--- src/rtl/lieat_general_radix_4_otfc.sv ---
// Radix-4 on-the-fly quotient conversion stage for the SRT divider.
// Keeps Q and QM = Q - 1 ulp so that each signed digit in {-2..+2} is absorbed by a
// shift and a 2-bit append, with no carry-propagate adder anywhere in the loop.
module lieat_general_radix_4_otfc #(
  parameter int unsigned QUOT_W   = 54,
  parameter int unsigned ITER_NUM = QUOT_W / 2
) (
  input  logic              clk,
  input  logic              rst,
  input  logic              start_i,
  input  logic              quot_vld_i,
  input  logic [4:0]        quot_i,
  output logic [QUOT_W-1:0] quot_o,
  output logic [QUOT_W-1:0] quot_m1_o,
  output logic              busy_o,
  output logic              done_o,
  output logic              err_o
);

  localparam int unsigned CntW = $clog2(ITER_NUM + 1);
  localparam logic [CntW-1:0] LastCnt = CntW'(ITER_NUM - 1);

  // One-hot digit encodings as delivered by the quotient sign coder.
  localparam logic [4:0] DigM2 = 5'b00001;
  localparam logic [4:0] DigM1 = 5'b00010;
  localparam logic [4:0] DigZ  = 5'b00100;
  localparam logic [4:0] DigP1 = 5'b01000;
  localparam logic [4:0] DigP2 = 5'b10000;

  typedef enum logic [1:0] {
    StIdle,
    StRun,
    StDone
  } state_e;

  state_e            state_q, state_d;
  logic [QUOT_W-1:0] q_q, q_d;
  logic [QUOT_W-1:0] qm_q, qm_d;
  logic [CntW-1:0]   cnt_q, cnt_d;
  logic              err_q, err_d;

  logic [QUOT_W-1:0] q_sh, qm_sh;
  logic [QUOT_W-1:0] q_upd, qm_upd;
  logic              digit_legal;

  assign q_sh  = q_q << 2;
  assign qm_sh = qm_q << 2;

  // Digit decode: choose the shifted source (Q or QM) and the appended 2-bit pattern.
  always_comb begin
    q_upd       = q_q;
    qm_upd      = qm_q;
    digit_legal = 1'b1;
    unique case (quot_i)
      DigP2: begin
        q_upd  = q_sh | QUOT_W'(2'b10);
        qm_upd = q_sh | QUOT_W'(2'b01);
      end
      DigP1: begin
        q_upd  = q_sh | QUOT_W'(2'b01);
        qm_upd = q_sh;
      end
      DigZ: begin
        q_upd  = q_sh;
        qm_upd = qm_sh | QUOT_W'(2'b11);
      end
      DigM1: begin
        q_upd  = qm_sh | QUOT_W'(2'b11);
        qm_upd = qm_sh | QUOT_W'(2'b10);
      end
      DigM2: begin
        q_upd  = qm_sh | QUOT_W'(2'b10);
        qm_upd = qm_sh | QUOT_W'(2'b01);
      end
      default: begin
        // Zero or multiple bits set: registers hold, error is flagged.
        digit_legal = 1'b0;
      end
    endcase
  end

  // Next-state logic: start always (re)initialises; digits are only taken in RUN.
  always_comb begin
    state_d = state_q;
    q_d     = q_q;
    qm_d    = qm_q;
    cnt_d   = cnt_q;
    err_d   = err_q;
    unique case (state_q)
      StIdle: begin
        if (start_i) begin
          state_d = StRun;
          q_d     = '0;
          qm_d    = '1;
          cnt_d   = '0;
          err_d   = 1'b0;
        end
      end
      StRun: begin
        if (start_i) begin
          // Abort: a digit presented in the same cycle is discarded.
          state_d = StRun;
          q_d     = '0;
          qm_d    = '1;
          cnt_d   = '0;
          err_d   = 1'b0;
        end else if (quot_vld_i) begin
          cnt_d = cnt_q + 1'b1;
          if (digit_legal) begin
            q_d  = q_upd;
            qm_d = qm_upd;
          end else begin
            err_d = 1'b1;
          end
          if (cnt_q == LastCnt) begin
            state_d = StDone;
          end
        end
      end
      StDone: begin
        if (start_i) begin
          state_d = StRun;
          q_d     = '0;
          qm_d    = '1;
          cnt_d   = '0;
          err_d   = 1'b0;
        end else begin
          state_d = StIdle;
        end
      end
      default: state_d = StIdle;
    endcase
  end

  // State and datapath registers with synchronous active-high reset.
  always_ff @(posedge clk) begin
    if (rst) begin
      state_q <= StIdle;
      q_q     <= '0;
      qm_q    <= '0;
      cnt_q   <= '0;
      err_q   <= 1'b0;
    end else begin
      state_q <= state_d;
      q_q     <= q_d;
      qm_q    <= qm_d;
      cnt_q   <= cnt_d;
      err_q   <= err_d;
    end
  end

  assign quot_o    = q_q;
  assign quot_m1_o = qm_q;
  assign busy_o    = (state_q == StRun);
  assign done_o    = (state_q == StDone);
  assign err_o     = err_q;

endmodule

--- config.mk ---
export PLATFORM = sky130hd
export DESIGN_NAME = lieat_general_radix_4_otfc
export DESIGN_NICKNAME = d
export VERILOG_FILES = /design/src/rtl/lieat_general_radix_4_otfc.sv
export SDC_FILE = /design/constraint.sdc
export NUM_CORES = 1
export LEC_CHECK = 0
export BUFFER_PORTS_ARGS = -buffer_cell sky130_fd_sc_hd__buf_2
export CORE_ASPECT_RATIO = 0.9
export CORE_MARGIN = 3
export CORE_UTILIZATION = 55
export DETAILED_ROUTE_END_ITERATION = 8
export PLACE_DENSITY = 0.81
export SYNTH_ARGS = -nofsm -noshare
export SYNTH_HDL_FRONTEND = slang
export SYNTH_SLANG_ARGS = --single-unit
--- constraint.sdc ---
create_clock -name clk -period 5.9 [get_ports clk]
set_input_delay 0.885 -clock clk [delete_from_list [all_inputs] [get_ports clk]]
set_output_delay 0.885 -clock clk [all_outputs]
set_load 0.05 [all_outputs]
==> metrics.txt <==
Post-Syn Instances=495; CTS tree=built; r2r setup slk=3090 ps; Synth top area share=41.9%; routability cong.=~0.9; Synth async-reset ratio=0%; Leak Pwr=3.33 nW; area delta synth->final=22.6%; Hold Path Stages=1; vias per inst=5.99; Root Driver=clkbuf_8; Slew @ Worst Pin=1120 ps; worst r2r src=state_q[0]; fraction of layout cells with a size suffix above 1=35.8%; Register Area=2320 um2; TritonCTS Sinks=~120; Tot Pwr=2.29 mW; CP arrival=3300 ps; Setup CP Type=primary input to register; Vias=4387; Final Hold Fails=0; DRC Markers=0; TNS Setup=0 ps; clock skew=around 8.4 ps; Final Cycle Share=48.7%; WHS=480 ps; Chip Width=112 um; outcome=finished clean; HP Class=register to register; overall die height=101 um; area leader, netlist=dfxtp_1; ANT cells=0; DP HPWL=~8300 um; PostCTS Resize Cnt=0; Setup WS post-layout=3030 ps; Tot GR Track Use=a little under a quarter; pin count of the biggest net entering global routing=60; total CTS buffers=17; net count after synthesis=506; Hold-fix buffers, CTS=0; CP required=6320 ps; row count=34; most common cell in the netlist=dfxtp_1; postcts setup bufs=0; Ys Warns=0; Final Instance Area=6800 um2; Die Area=11300 um2; fmax=about 350 MHz; maximum vdd drop=0.194 mV; Routed wire per std cell=18.5 um; area of the multi-input gates=between 3000 and 4000 um2; sequential share of the synthesized area=a little over two fifths; register clock-pin slew on the reported worst setup and hold paths=50 ps; Synth cell types=between 40 and 50; first-pass GRT wire length=21800 um; hold_sp=quot_o[53]; Power Dens Cells=338 nW/um2; post-synthesis cell area=5540 um2; R2R depth=6; Critical Path Sink Type=register; Final Setup Violations=0; fin util=approximately 70%; Synth area leaders=dfxtp_1 42%, mux2i_1 19%, o2bb2ai_2 14%, o21a_1 5.1%, a21oi_1 3.6%; Synth Register Bits=116; Syn Area/Cell=11.2 um2; Placed Instances=700; vias in the first global route=4191; Crit Path Max Fanout=36; Port Buffers=119; relative slew slack=24.9%; clk_lat worst skew=500 ps; initial drt markers=between 200 and 300; H-tree levels=4; top_reg_cell synth=dfxtp_1; initial antenna violation count=0; Starting Density=56.9%; filler instances=~700; drt first pass iters=4; pre-CTS WS=2530 ps; CP Launch Type=primary input; Hold Path Sink=quot_o[53]; GRT Residual Overflow=0; Pins Over Slew Limit=0; final std cells w/o fill=732; Final ANT Viol Nets=0; RR Endpoint=quot_o[37]; number of synthesized flops with an enable pin=0; unrepaired setup endpoints after global routing=no; MaxCap Viol Count=0; clock buffer depth=2; Nets=604; drt total wl=13600 um; Tmin final=2870 ps; Post-DP Area=6140 um2; Commonest cells post-synth=116 x dfxtp_1, 104 x mux2i_1, 50 x o2bb2ai_2; core area=9740 um2; # IOs=120
how the worst max path moves through the flow:
stage | to | start | cells after the start
final | quot_o[37] | start_i | 7
after global routing | quot_o[37] | start_i | 7
after CTS | quot_o[37] | start_i | 7
after detailed placement | quot_o[37] | start_i | 7
after global placement | quot_o[48] | start_i | 7
after floorplan | quot_o[10] | quot_i[3] | 7
state kept, by name (all words and copies together) (netlist names):
signal / flops
quot_m1_o: 54
err_o: 1
state_q: 2
quot_o: 54
cnt_q: 5
placed cells by master, fill, tap and decap left out, types with 2 or more instances in the layout:
cell type	Yosys	final
a211oi_1	18	18
a21o_1	3	3
a21oi_1	40	40
a21oi_4	1	3
buf_2	14	119
buf_4	3	4
bufinv_16	0	5
clkbuf_16	0	16
clkbuf_8	0	4
clkinv_2	0	2
clkinvlp_4	0	3
dfxtp_1	116	116
ha_1	2	2
inv_1	3	3
mux2i_1	104	104
nand2_1	5	4
nand4_1	3	3
nor2_1	8	8
nor2b_1	6	6
nor3_1	20	20
o211ai_1	2	2
o21a_1	38	38
o2bb2ai_1	3	3
o2bb2ai_2	50	50
or4_1	2	2
xnor2_1	3	3
xor2_1	5	5
area by class of cell:
type | count | area share, %
clock buffer | 20 | 6.70
inverter | 3 | 0.166
clock inverter | 12 | 2.95
multi-input combinational | 331 | 44.2
timing repair buffer | 124 | 9.50
sequential | 116 | 34.2
tap | 126 | 2.32
routing by layer:
metal / GRT usage [%] / wire (um)
met1: 31.0 / 5970
met2: 37.4 / 6430
met3: 7.29 / 994
met4: 7.86 / 179
met5: 0 / 0
power breakdown:
part	total, mW	internal [mW]	switching [mW]	leakage (nW)
Clock	1.12	0.762	0.361	0.314
Sequential	0.859	0.821	0.0387	0.953
Combinational	0.311	0.0838	0.228	2.06
Total	2.29	1.67	0.628	3.33
cells by family after synthesis:
family	after synthesis	synth area share [%]
AO/OA/AOI/OAI	164	27.7
adder cells (fa/ha/maj)	2	0.451
multiplexers	104	18.8
buffers and inverters	48	4.45
flip-flops	116	41.9
AND/OR/NAND/NOR	53	5.51
XOR/XNOR	8	1.26
critical path, cell delays in order:
cell	delay (ps)
buf_2	130
or3b_1	490
a21oi_4	230
nor2_4	130
nor3_4	930
buf_12	350
o2bb2ai_2	140
No activity file was read; power rests on OpenSTA's default activity.
